[src/rtl/relu_seq_if.sv]
// relu_seq_if: streaming data bundle for the masked ReLU sequencer.
//
// Handshake rule, applied to both directions: a beat transfers on a
// rising clock edge where valid && ready are both high. A source that has
// raised valid keeps valid and its data stable until that edge. ready may
// depend combinationally on the sink's own state.
//
// Signals
//   in_valid / in_ready : producer -> sequencer handshake
//   g_input  [2N-1:0]   : garbler shares, r1 in the upper half, r2 in the lower
//   e_input  [N-1:0]    : evaluator share, x - r1 mod 2^N
//   out_valid/out_ready : sequencer -> consumer handshake
//   o        [N-1:0]    : re-masked ReLU result
//
// Modports: master = producer/consumer side, slave = sequencer side.
interface relu_seq_if #(
  parameter int N = 8
);
  logic           in_valid;
  logic           in_ready;
  logic [2*N-1:0] g_input;
  logic [N-1:0]   e_input;
  logic           out_valid;
  logic           out_ready;
  logic [N-1:0]   o;

  modport master (
    output in_valid, g_input, e_input, out_ready,
    input  in_ready, out_valid, o
  );

  modport slave (
    input  in_valid, g_input, e_input, out_ready,
    output in_ready, out_valid, o
  );
endinterface

[src/rtl/relu_seq.sv]
// relu_seq: vector sequencer for a share-masked ReLU.
//
// For each accepted element the two shares are recombined into
// x = r1 + e (mod 2^N), clipped to zero when negative, and re-masked with
// r2 before being held in a single output register. One element per cycle
// is sustained when the consumer keeps out_ready high.
//
// Ports
//   clk       : clock, rising edge
//   rst       : asynchronous, active-low reset
//   start     : one-cycle request to begin a vector (honoured in IDLE only)
//   len       : element count captured with start; 0 completes immediately
//   busy      : high in RUN and DRAIN
//   done      : one-cycle completion pulse (DONE state)
//   clip_cnt  : count of negative x in the current/last vector, saturating
//   dbg_state : current FSM state (IDLE=0, RUN=1, DRAIN=2, DONE=3)
//   bus       : data streams, see relu_seq_if
module relu_seq #(
  parameter int N     = 8,
  parameter int CNT_W = 8
) (
  input  logic             clk,
  input  logic             rst,
  input  logic             start,
  input  logic [CNT_W-1:0] len,
  output logic             busy,
  output logic             done,
  output logic [CNT_W-1:0] clip_cnt,
  output logic [1:0]       dbg_state,
  relu_seq_if.slave        bus
);

  localparam logic [1:0] S_IDLE  = 2'd0;
  localparam logic [1:0] S_RUN   = 2'd1;
  localparam logic [1:0] S_DRAIN = 2'd2;
  localparam logic [1:0] S_DONE  = 2'd3;

  localparam logic [CNT_W-1:0] CLIP_MAX = {CNT_W{1'b1}};
  localparam logic [CNT_W-1:0] CNT_ONE  = CNT_W'(1);

  logic [1:0]       state_q, state_d;
  logic [CNT_W-1:0] remaining_q, remaining_d;
  logic [CNT_W-1:0] clip_cnt_q, clip_cnt_d;
  logic [N-1:0]     o_q, o_d;
  logic             out_valid_q, out_valid_d;

  logic [N-1:0] r1, r2, x, y;
  logic         in_ready;
  logic         accept;
  logic         consume;

  always_comb begin
    r1 = bus.g_input[2*N-1:N];
    r2 = bus.g_input[N-1:0];
    // Carry out of the share sum is dropped: arithmetic is mod 2^N.
    x  = r1 + bus.e_input;
    y  = x[N-1] ? '0 : x;

    // The output register can take a new element if it is empty or is
    // being emptied on this same edge.
    in_ready = (state_q == S_RUN) && (!out_valid_q || bus.out_ready);
    accept   = bus.in_valid && in_ready;
    consume  = out_valid_q && bus.out_ready;
  end

  always_comb begin
    state_d     = state_q;
    remaining_d = remaining_q;
    clip_cnt_d  = clip_cnt_q;
    o_d         = o_q;
    out_valid_d = out_valid_q;

    case (state_q)
      S_IDLE: begin
        if (start) begin
          clip_cnt_d = '0;
          if (len != '0) begin
            remaining_d = len;
            state_d     = S_RUN;
          end else begin
            state_d = S_DONE;
          end
        end
      end
      S_RUN: begin
        if (accept) begin
          remaining_d = remaining_q - CNT_ONE;
          if (x[N-1] && (clip_cnt_q != CLIP_MAX)) begin
            clip_cnt_d = clip_cnt_q + CNT_ONE;
          end
          if (remaining_q == CNT_ONE) begin
            state_d = S_DRAIN;
          end
        end
      end
      S_DRAIN: begin
        if (!out_valid_q || bus.out_ready) begin
          state_d = S_DONE;
        end
      end
      S_DONE: begin
        state_d = S_IDLE;
      end
      default: begin
        state_d = S_IDLE;
      end
    endcase

    // A simultaneous accept overrides the consume so the register stays
    // full and streaming continues without a bubble.
    if (accept) begin
      o_d         = y - r2;
      out_valid_d = 1'b1;
    end else if (consume) begin
      out_valid_d = 1'b0;
    end
  end

  always_ff @(posedge clk or negedge rst) begin
    if (!rst) begin
      state_q     <= S_IDLE;
      remaining_q <= '0;
      clip_cnt_q  <= '0;
      o_q         <= '0;
      out_valid_q <= 1'b0;
    end else begin
      state_q     <= state_d;
      remaining_q <= remaining_d;
      clip_cnt_q  <= clip_cnt_d;
      o_q         <= o_d;
      out_valid_q <= out_valid_d;
    end
  end

  assign busy          = (state_q == S_RUN) || (state_q == S_DRAIN);
  assign done          = (state_q == S_DONE);
  assign clip_cnt      = clip_cnt_q;
  assign dbg_state     = state_q;
  assign bus.in_ready  = in_ready;
  assign bus.out_valid = out_valid_q;
  assign bus.o         = o_q;

endmodule

[src/flat_wrapper.sv]
// flat-port wrapper written by rule: the top's interface ports become plain ports
module relu_seq_flat 
#(
  parameter int N     = 8,
  parameter int CNT_W = 8
)
  (clk, rst, start, len, busy, done, clip_cnt, dbg_state, bus_in_valid, bus_g_input, bus_e_input, bus_out_ready, bus_in_ready, bus_out_valid, bus_o);
  relu_seq_if #(.N(N)) bus_i ();
  input  logic clk;
  input  logic rst;
  input  logic start;
  input  logic [CNT_W-1:0] len;
  output logic busy;
  output logic done;
  output logic [CNT_W-1:0] clip_cnt;
  output logic [1:0] dbg_state;
  input wire logic [$bits(bus_i.in_valid)-1:0] bus_in_valid;
  input wire logic [$bits(bus_i.g_input)-1:0] bus_g_input;
  input wire logic [$bits(bus_i.e_input)-1:0] bus_e_input;
  input wire logic [$bits(bus_i.out_ready)-1:0] bus_out_ready;
  output wire logic [$bits(bus_i.in_ready)-1:0] bus_in_ready;
  output wire logic [$bits(bus_i.out_valid)-1:0] bus_out_valid;
  output wire logic [$bits(bus_i.o)-1:0] bus_o;
  assign bus_i.in_valid = bus_in_valid;
  assign bus_i.g_input = bus_g_input;
  assign bus_i.e_input = bus_e_input;
  assign bus_i.out_ready = bus_out_ready;
  assign bus_in_ready = bus_i.in_ready;
  assign bus_out_valid = bus_i.out_valid;
  assign bus_o = bus_i.o;
  relu_seq #(.N(N), .CNT_W(CNT_W)) u_core (.clk(clk), .rst(rst), .start(start), .len(len), .busy(busy), .done(done), .clip_cnt(clip_cnt), .dbg_state(dbg_state), .bus(bus_i));
endmodule
[config.mk]
export PLATFORM = sky130hd
export DESIGN_NAME = relu_seq_flat
export DESIGN_NICKNAME = d
export VERILOG_FILES = /design/src/rtl/relu_seq_if.sv /design/src/rtl/relu_seq.sv /design/src/flat_wrapper.sv
export SDC_FILE = /design/constraint.sdc
export NUM_CORES = 1
export LEC_CHECK = 0
export ABC_AREA = 1
export BUFFER_PORTS_ARGS = -buffer_cell sky130_fd_sc_hd__buf_2
export CORE_MARGIN = 1
export CORE_UTILIZATION = 50
export CTS_CLUSTER_SIZE = 28
export DETAILED_ROUTE_END_ITERATION = 10
export PLACE_DENSITY_LB_ADDON = 0.15
export SETUP_SLACK_MARGIN = 0.1
export SLEW_MARGIN = 5
export SYNTH_ARGS = -nofsm -noshare
export SYNTH_HDL_FRONTEND = slang
export SYNTH_SLANG_ARGS = --single-unit
[constraint.sdc]
create_clock -name clk -period 2.4 [get_ports clk]
set_input_delay 0.36 -clock clk [delete_from_list [all_inputs] [get_ports clk]]
set_output_delay 0.36 -clock clk [all_outputs]
set_load 0.02 [all_outputs]
=== After elaboration in Yosys (flattened, before gate mapping) ===
Cells that the tools add are included.

* $add $sub $neg: 4
* Equality and inequality tests: 11
* Muxes and demuxes: 17
* Reduce and logical (&&, ||, !) cells: 14

{| class="wikitable"
|+ Operators with widths
! operator !! count
|-
| 8-bit two-way mux || 6
|-
| 8-bit one-hot mux with 2 select lines || 2
|-
| 4-bit AND reduction || 3
|-
| 2-bit two-way mux || 5
|-
| 2-bit by 1-bit != test with 1-bit output, second input constant || 5
|-
| 8-bit by 1-bit adder with 8-bit output, second input constant || 1
|-
| 8-bit adder || 1
|-
| 8-bit by 1-bit equality test with 1-bit output, second input constant || 1
|-
| 8-bit != test, second input constant || 1
|-
| 2-bit one-hot mux with 4 select lines || 1
|-
| 8-bit nonzero test || 1
|-
| 8-bit by 1-bit subtractor with 8-bit output, second input constant || 1
|-
| 8-bit subtractor || 1
|-
| 7-bit two-way mux || 1
|-
| 2-bit equality test, second input constant || 2
|-
| 1-bit logical AND || 4
|-
| 2-bit nonzero test || 2
|-
| 2-bit by 1-bit equality test with 1-bit output, second input constant || 1
|-
| 2-bit logical NOT || 1
|-
| 1-bit logical OR || 2
|-
| 1-bit two-way mux || 2
|-
| 2-bit != test, second input constant || 1
|-
| 1-bit logical NOT || 1
|}

* Register bits after elaboration: 27
* Input port bits: 37
* Output and inout port bits: 22

=== Logic depth before layout (Yosys ltp) ===
Gate-level depths: netlist (run 1).

* Depth in word-level cells: 6
* Gate-level depth with buffers: 19
* Gate-level depth less buffers: 18

=== Worst setup path before layout (run 1) ===
No wires, ideal clock.

* Kind: input to register
* Start point: input port bus_e_input[2]
* End point: register u_core.o_q[6] (netlist: u_core.bus.o[6])
* Setup time: 0.117 ns
* Arrival: 2.736 ns
* Data required time: 2.283 ns
* Path slack: -0.454 ns
* Cell stages on the path: 17
* Cell sequence: ha_1 or2_2 nand3_1 nand2_1 nand2_1 and2_1 clkbuf_1 inv_1 nand2_1 ha_1 inv_1 fa_1 nand4_1 nand3_1 or2_2 nand3_1 nand2_1

* Cells in the longest elaborated chain, start to end: 3

{| class="wikitable"
|+ RTL lines
! item !! RTL line !! text
|-
| start, declared || flat_wrapper.sv:19 || <nowiki>input wire logic [$bits(bus_i.e_input)-1:0] bus_e_input;</nowiki>
|-
| 8-bit adder || relu_seq.sv:56 || <nowiki>x = r1 + bus.e_input;</nowiki>
|-
| 7-bit two-way mux || relu_seq.sv:57 || <nowiki>y = x[N-1] ? '0 : x;</nowiki>
|-
| 8-bit subtractor || relu_seq.sv:112 || <nowiki>o_d = y - r2;</nowiki>
|-
| end signal, assigned || relu_seq.sv:124 || <nowiki>o_q <= '0;</nowiki>
|-
| end signal, assigned || relu_seq.sv:130 || <nowiki>o_q <= o_d;</nowiki>
|-
| end, declared || relu_seq.sv:44 || <nowiki>logic [N-1:0] o_q, o_d;</nowiki>
|}

No other way between the ends.
A chain may end at the register's enable or synchronous reset.

=== Worst setup path after layout (run 1) ===
* Start point: input port bus_e_input[6]
* End point: register u_core.o_q[6] (netlist: u_core.bus.o[6])

The elaborated chain is that of the path after synthesis.

==> results of run 1 <==
==> final cells by class <==
class                   instances  area share [%]
clock buffers                   3            1.38
flip-flops and latches         27            22.5
inverters                      42            5.34
well taps                      52            2.17
multi-input cells             240            51.7
repair buffers                 85            16.6
clock inverters                 1           0.250
==> worst max-delay path, stage by stage <==
cell and delay (ns):
sky130_fd_sc_hd__buf_2 0.12, sky130_fd_sc_hd__ha_4 0.24, sky130_fd_sc_hd__nand2_1 0.09, sky130_fd_sc_hd__inv_1 0.06
sky130_fd_sc_hd__a21oi_2 0.14, sky130_fd_sc_hd__nand2_1 0.07, sky130_fd_sc_hd__nand2_1 0.07, sky130_fd_sc_hd__and2_4 0.17
sky130_fd_sc_hd__inv_2 0.04, sky130_fd_sc_hd__nand2_2 0.06, sky130_fd_sc_hd__ha_4 0.13, sky130_fd_sc_hd__inv_4 0.03
sky130_fd_sc_hd__fa_2 0.41, sky130_fd_sc_hd__nand4_1 0.15, sky130_fd_sc_hd__nand3_2 0.12, sky130_fd_sc_hd__or2_4 0.26
sky130_fd_sc_hd__nand3_2 0.05, sky130_fd_sc_hd__nand2_1 0.04
==> worst paths after layout <==
| path | end | slack, ns | depth (start not counted) |
|---|---|---|---|
| max | u_core.bus.o[6] | -0.03 | 18 |
| min | u_core.dbg_state[0] | 0.07 | 1 |
| max reg2reg | u_core.clip_cnt[6] | 0.34 | 10 |
| min reg2reg | u_core.bus.o[3] | 0.48 | 2 |
| max in group asynchronous | u_core.clip_cnt[7] | 1.91 | 1 |
| min in group clk | u_core.bus.out_valid | 0.27 | 2 |
==> flip-flops by register name (all words and copies together) (netlist names) <==
signal,cells
u_core.dbg_state,2
u_core.clip_cnt,8
u_core.bus.o,8
u_core.remaining_q,8
u_core.bus.out_valid,1
==> routing by layer <==
metal  part of all wire (%)  GRT usage [%]  vias to the layer above
met2                     49           38.8                       62
met5                      0              0                        -
met1                     44           28.5                     1039
li1                       -              -                     1176
met3                    4.5           3.51                        9
met4                    2.0           7.26                        0
==> through the flow <==
step	instance area [µm²]	utilization (%)
floorplan	2340	-
global placement	2840	65.7
detailed placement	2840	65.7
CTS	2900	67.1
global route	3000	69.4
finish	3000	69.4
==> repair_timing <==
item	in CTS	in global routing
setup buffers	1	2
pin swaps	1	16
resized for setup	2	17
endpoints found under the setup margin	5	6
==> cell families (layout without fill, tap and decap cells) <==
family                   Yosys count  in the layout  synth area share [%]
adder cells (fa/ha/maj)           24             24                  14.0
buffers and inverters             48            131                  8.53
AO/OA/AOI/OAI                     39             39                  9.87
XOR/XNOR                          16             16                  6.24
flip-flops                        27             27                  30.1
AND/OR/NAND/NOR                  160            160                  30.8
multiplexers                       1              1                 0.446
==> placed cells by master, fill, tap and decap left out, types with 3 or more instances in the layout <==
master,instances
sky130_fd_sc_hd__inv_1,37
sky130_fd_sc_hd__ha_1,15
sky130_fd_sc_hd__nand2_1,83
sky130_fd_sc_hd__nor2_1,28
sky130_fd_sc_hd__a21oi_2,3
sky130_fd_sc_hd__nand2_2,6
sky130_fd_sc_hd__o21ai_0,19
sky130_fd_sc_hd__o21ai_2,3
sky130_fd_sc_hd__nand4_1,7
sky130_fd_sc_hd__inv_2,4
sky130_fd_sc_hd__xor2_1,9
sky130_fd_sc_hd__ha_4,7
sky130_fd_sc_hd__clkbuf_8,3
sky130_fd_sc_hd__buf_2,57
sky130_fd_sc_hd__nand3_1,25
sky130_fd_sc_hd__xnor2_1,6
sky130_fd_sc_hd__a21oi_1,6
sky130_fd_sc_hd__nand3_2,3
sky130_fd_sc_hd__dfrtp_1,27
sky130_fd_sc_hd__buf_4,27
sky130_fd_sc_hd__a21o_1,3
==> power by group through the flow <==
| stage | registers, µW | clock network (µW) | logic [µW] |
|---|---|---|---|
| floorplan | 871 | 0 | 1130 |
| global placement | 757 | 0 | 1690 |
| detailed placement | 765 | 0 | 1730 |
| CTS | 758 | 279 | 1740 |
| global route | 778 | 299 | 2030 |
| finish | 759 | 278 | 1800 |
==> impl_summary.md, run 1 <==
Final layout
The footprint of the multi-input gates is 1550 µm². The number of inserted filler cells in the final layout is 387. The final-stage net count is 460.

Across the whole layout, storage elements account for 676 µm². Leaving out filler cells and counting taps, the final layout contains 450. The number of diodes is 0.

Of the cells placed in the final design, the portion with a size suffix greater than 1 is 32.4%. The relative area change from synthesis to final layout is 33.6%.

Pwr
Dividing total power by cell area gives a power density of 947 nW/µm². The leakage dissipation is 0.00164 µW. The cell-internal power is 1440 µW. The clock group share of total power is 9.8%. The switching power of the nets is 1400 µW. The worst-case IR drop observed on VDD is between 300 and 400 µV. Power comes to 2840 µW. The part of the power in combinational logic is 63.5%. Sequential cells account for between 20% and 30% of the total power. Net switching is 49.4% of the power.

Setup path
Data arrives at the worst endpoint at 2.61 ns. Data on the critical path is required at its endpoint by 2.58 ns. The highest net fanout along the worst path is 5. The worst setup path is captured at a register.

The source of the worst register-to-register timing path is u_core.dbg_state[1]. The startpoint class of the critical path is an input port. The critical path is of the in2reg type. Tracing the worst setup path back leads to its startpoint at bus_e_input[6].

CTS
The number of buffers created by CTS is 3. The clock slew at the register clock pins of the worst setup and hold paths is ~0.11 ns. In this run, post-CTS hold repair placed 0 buffers. The clock net sink count is 27. The number of H-tree levels is 1. The clock latency on the worst-skew pair is 0.29 ns. The clock tree from TritonCTS is done. CTS placed an instance of sky130_fd_sc_hd__clkbuf_8 at the clock tree root. The buffer depth of the longest clock path is 2.

Timing
The worst hold slack is 0.0738 ns. The post-route clock skew is 0.0139 ns. Setup repair after global routing could not meet its margin everywhere. Setup violations remaining at the end of the flow were counted as 1. Subtracting the final worst setup slack from the clock period gives 2.43 ns. The highest achievable clock rate is between 400 and 500 MHz.

The hold violation count in the final report was 0. Setup slack on the critical path of the routed design comes to -0.0301 ns. In the final timing run, aggregate negative setup slack is -0.0301 ns. The final number of max-transition violations was 0. The final clock period utilization by the worst path is 101%. Measured against its own limit, the worst slew margin works out to 58.8%.

The transition at the pin with the smallest max-transition slack is 0.617 ns.

Synthesis
The synthesized design contains 27 register bits. The average cell area after synthesis is 7.13 µm². After synthesis, flip-flops and latches occupy 30.1% of the total area. Counting flops with an async set or reset pin after synthesis yields a share of 100%.

The most repeated cell in the gate-level netlist after synthesis is sky130_fd_sc_hd__nand2_1. In the post-synthesis netlist, the biggest area contributors are sky130_fd_sc_hd__dfrtp_1 (30%), sky130_fd_sc_hd__nand2_1 (15%), sky130_fd_sc_hd__ha_1 (12%). The number of unique standard cell types used by synthesis is 25. The net count after synthesis is 376. The number of synthesized flops with an enable pin is 0. Ranked by instance count, the synthesized netlist is headed by sky130_fd_sc_hd__nand2_1 (88), sky130_fd_sc_hd__inv_1 (39), sky130_fd_sc_hd__nor2_1 (30), sky130_fd_sc_hd__nand3_1 (28), sky130_fd_sc_hd__dfrtp_1 (27). In this run the cell area of the synthesized design comes to 2240 µm².

The synthesized netlist cell count is ~320. The most used flip-flop cell after synthesis is sky130_fd_sc_hd__dfrtp_1. Yosys printed 0 warnings.

The dominant cell type by area after synthesis is sky130_fd_sc_hd__dfrtp_1. The area share of the leading cell type in the synthesized netlist is between 30 and 40%.

Route
The length of the first detailed-routing pass in iterations is 4. After detailed routing, the number of remaining DRC violations is 0. The total detailed-routing wirelength is 5370 µm. The routed length per placed instance is 11.9 µm. Dividing the detail-routed via count by the number of cells gives just over 5. The detailed router finished its first iteration with 104 violations.

Once detail routing completed, the nets flagged for antenna violations numbered 0. The routed layout has 2286 vias.

Placement
The total instance count after detailed placement is 443. The routability congestion estimate is 0.888. The count of buffers inserted at the top-level ports is 58. Once detailed placement completed, the half-perimeter wirelength came to 3910 µm. The post-placement worst setup slack is -0.351 ns.

Global routing
Entering global routing, the biggest net connects 28 pins. The number of antenna violations at the first check in global routing is 0. Summed over all layers, the global routing overflow is 0. The via count of the first global-routing pass is 2141.

In the global route stage, overall resource usage came out at 22.4%. The first-pass GRT wire length is approximately 8900 µm.

Hold path
The classification of the worst-slack hold path is in2async.

Floorplan
The die boundary height is 69 µm. The starting utilization of the core area is approximately half. The placement row count is 24. The die covers 4760 µm².

The number of top-level pins is 59. The core region is 4320 µm². The die is 69 µm wide.

Flow run
The reported max-cap violation count is 0.

Status
The flow ran to the end, but the final reports show violations. The final reports fail on negative setup slack.
Note: power is estimated with default switching activity, not from simulation.
==> inputs of run 2 (changes only) <==
CORE_UTILIZATION = 53   (was 50)
CTS_CLUSTER_SIZE = 40   (was 28)
clock period = 2.7 ns   (was 2.4 ns; I/O delays follow)
==> run 2 against run 1 <==
Against the previous run:
- the run now ends clean
- wire length shrank 11%
- design area fell by 5.9%
- clock power fell by 15%
- sequential share of layout area up 1.4 points
- first-iteration DRC count increased by 36%
- count of clock-buffer cells in the layout stayed put
- sequential power decreased by 11%
- setup slack improved by 0.31 ns
- critical path type unchanged
- largest cell class unchanged
- largest power group unchanged
- highest routed layer unchanged
==> impl_summary.md, run 2 (synthesis gave the netlist of run 1 again) <==
Timing
The post-layout worst setup margin came to 0.284 ns (+0.315 ns). The final number of max-transition violations was 0 (unchanged). The final setup violation count is 0 (-1).

The summed negative setup slack over all endpoints is 0 ns (+0.0301 ns). The transition at the pin with the smallest max-transition slack is 0.597 ns (-0.0207 ns). Derived from the worst setup path, the maximum achievable clock frequency is about 410 MHz. The minimum clock period after layout is ~2.4 ns. The headroom to the max-slew limit came to 60.2% (+1.4 points). Of the available clock period, the critical path in the final layout requires 89.5%. The post-route clock skew came to 0.00840 ns (-0.00550 ns). The hold violation count in the final report is 0 (unchanged). Setup repair after global routing left no endpoint under its margin.

Pwr
The switching share of total power is 49.5% (+0.11 points). The part of the power in combinational logic is 61.9% (-1.6 points). The power per unit of standard cell area is 847 nW/µm² (-11%). The largest voltage drop on the vdd net was 428 µV (+11%). The clock group share of total power is 9.8% (about the same).

The cell-internal power was 1210 µW (-16%). The switching power of the nets is 1180 µW (-16%). The relative contribution of sequential cells to total power is 28.2% (+1.5 points).

The leakage dissipation is 0.00157 µW (-4.2%).

Placement
The total instance count after detailed placement is 433 (-2.3%). The post-placement worst setup slack is -0.109 ns (+0.242 ns). The routability congestion estimate came to 0.800 (-9.9%). The HPWL after detailed placement was 3860 µm (-1.4%). The cell area after placement is 2770 µm² (-2.5%). The count of buffers inserted at the top-level ports is 58 (unchanged).

Global routing
The global-route congestion overflow total came to 0 (unchanged). The total global routing track utilization is 22.9% (+0.48 points). The first-pass GRT wire length is 7920 µm (-11%).

The via count of the first global-routing pass is 1856 (-13%). The maximum number of pins on one net before global-route repair was 28 (unchanged). The number of antenna violations at the first check in global routing is 0 (unchanged).

Final layout
The share of final-layout standard cells stronger than drive strength 1 is 26.4% (-6.1 points). The number of diodes is 0 (unchanged). Relative to the synthesized area, the layout overhead comes to 25.7%. The cell area after layout was 2820 µm² (-5.9%). The post-route core utilization was 70.0% (+0.67 points). The top cell types in the final layout, fill and taps aside, are sky130_fd_sc_hd__nand2_1 (88), sky130_fd_sc_hd__buf_2 (58), sky130_fd_sc_hd__inv_1 (38). The most common cell after layout, fill and taps aside is sky130_fd_sc_hd__nand2_1. The footprint of the multi-input gates is 1470 µm² (-5.4%).

The area of all sequential standard cells came to 676 µm² (unchanged). The final-stage net count is 449 (-2.4%). The number of inserted filler cells in the final layout was 352 (-9.0%).

The number of cells in the finished layout apart from fillers came to 437 (-2.9%).

Floorplan
The die span in x is 67.1 µm (-2.8%). The die boundary height is 67.1 µm (-2.8%). The number of top-level pins is 59 (unchanged).

The starting utilization of the core area was 55.7% (+3.8 points). The placement row count was 23 (-4.2%). The die area is 4500 µm² (-5.5%). The total core area was 4030 µm² (-6.8%).

Setup path
The worst setup path is launched from an input port. STA classifies the critical path endpoint as a register. The data arrival time at the worst-slack endpoint came to 2.58 ns (-0.03 ns). The length in cells of the worst reg-to-reg path is 10 (unchanged). The highest net fanout along the worst path is 7 (+2). The data required time of the worst path is 2.87 ns (+0.29 ns).

The startpoint-to-endpoint class of the critical path is in2reg.

Route
The count of nets left with antenna violations after detail routing is 0 (unchanged). The total vias in the final route is 2171 (-5.0%). The mean number of vias per cell is 4.97 (-2.2%). The number of DRC violations after detailed routing is 0 (unchanged). The routed length per placed instance came to 10.9 µm (-8.5%).

The total detailed-routing wirelength is 4770 µm (-11%). The initial DRC count came to 141 (+36%). The length of the first detailed-routing pass in iterations is 4 (unchanged).

CTS
The library cell used as clock root buffer is sky130_fd_sc_hd__clkbuf_8. The number of H-tree levels is 1 (unchanged). The number of buffers created by CTS came to 3 (unchanged). The clock slew at the register clock pins of the worst setup and hold paths is 0.10 ns (about the same). The clock net sink count is 27 (unchanged). The post-cts hold buffer count came to 0 (unchanged). TritonCTS built the clock tree. The buffer depth of the longest clock path is 2 (unchanged). The clock latency on the worst-skew pair came to 0.28 ns (about the same). The number of buffers inserted to repair setup after CTS was 0 (-1).

Status
The flow ran to the end, and the final reports show no timing, DRC or antenna violations.

Hold path
In this run the worst hold path is classified as in2async.

Flow run
The reported max-cap violation count is 0 (unchanged).
-- run 2: what timing repair did --
item | in CTS | in global routing
hold endpoints to repair | 0 | 0
setup endpoints to repair | 0 | 3
resized for setup | 0 | 2
-- run 2: path summary, 6_finish.rpt --
check                               startpoint                    end  slack [ns]
max                             bus_e_input[2]        u_core.bus.o[6]        0.28
min                                        rst  u_core.remaining_q[4]        0.12
max reg2reg                u_core.dbg_state[1]     u_core.clip_cnt[3]        0.53
min reg2reg                    u_core.bus.o[1]        u_core.bus.o[1]        0.48
max in group asynchronous                  rst  u_core.remaining_q[0]        2.18
min in group clk                 bus_out_ready   u_core.bus.out_valid        0.32
-- run 2: routing by layer --
layer	share of wire, %	track usage (%)
met5	0	0
met4	0.46	5.05
met3	5.5	3.94
met2	47	39.0
met1	47	29.8
-- run 2: final cells by class --
cell class,instances,area share (%)
multi-input cells,240,52.0
flip-flops and latches,27,23.9
repair buffers,74,14.5
inverters,42,5.59
well taps,50,2.22
clock buffers,3,1.46
clock inverters,1,0.266
-- run 2: metrics by stage --
step	hold WS [ns]	total power, µW
CTS	0.135	2410
finish	0.125	2390
global placement	0.447	2110
floorplan	0.109	1770
detailed placement	0.447	2160
global route	0.165	2630
-- run 2: worst max-delay path: stages --
cell	delay (ns)
sky130_fd_sc_hd__buf_2	0.11
sky130_fd_sc_hd__ha_4	0.23
sky130_fd_sc_hd__or2_4	0.23
sky130_fd_sc_hd__nand3_2	0.08
sky130_fd_sc_hd__nand2_1	0.05
sky130_fd_sc_hd__nand2_1	0.08
sky130_fd_sc_hd__and2_4	0.17
sky130_fd_sc_hd__inv_1	0.04
sky130_fd_sc_hd__nand2_1	0.06
sky130_fd_sc_hd__ha_2	0.17
sky130_fd_sc_hd__inv_2	0.04
sky130_fd_sc_hd__fa_2	0.39
sky130_fd_sc_hd__nand4_1	0.08
sky130_fd_sc_hd__nand3_1	0.09
sky130_fd_sc_hd__or2_4	0.24
sky130_fd_sc_hd__nand3_2	0.05
sky130_fd_sc_hd__nand2_1	0.05
-- run 2: power groups by stage --
stage                     clock network, µW  logic [µW]  registers [µW]
after floorplan                           0        1000             774
after global placement                    0        1440             671
after detailed placement                  0        1480             683
after CTS                               245        1490             674
after global routing                    259        1670             698
final                                   235        1480             674
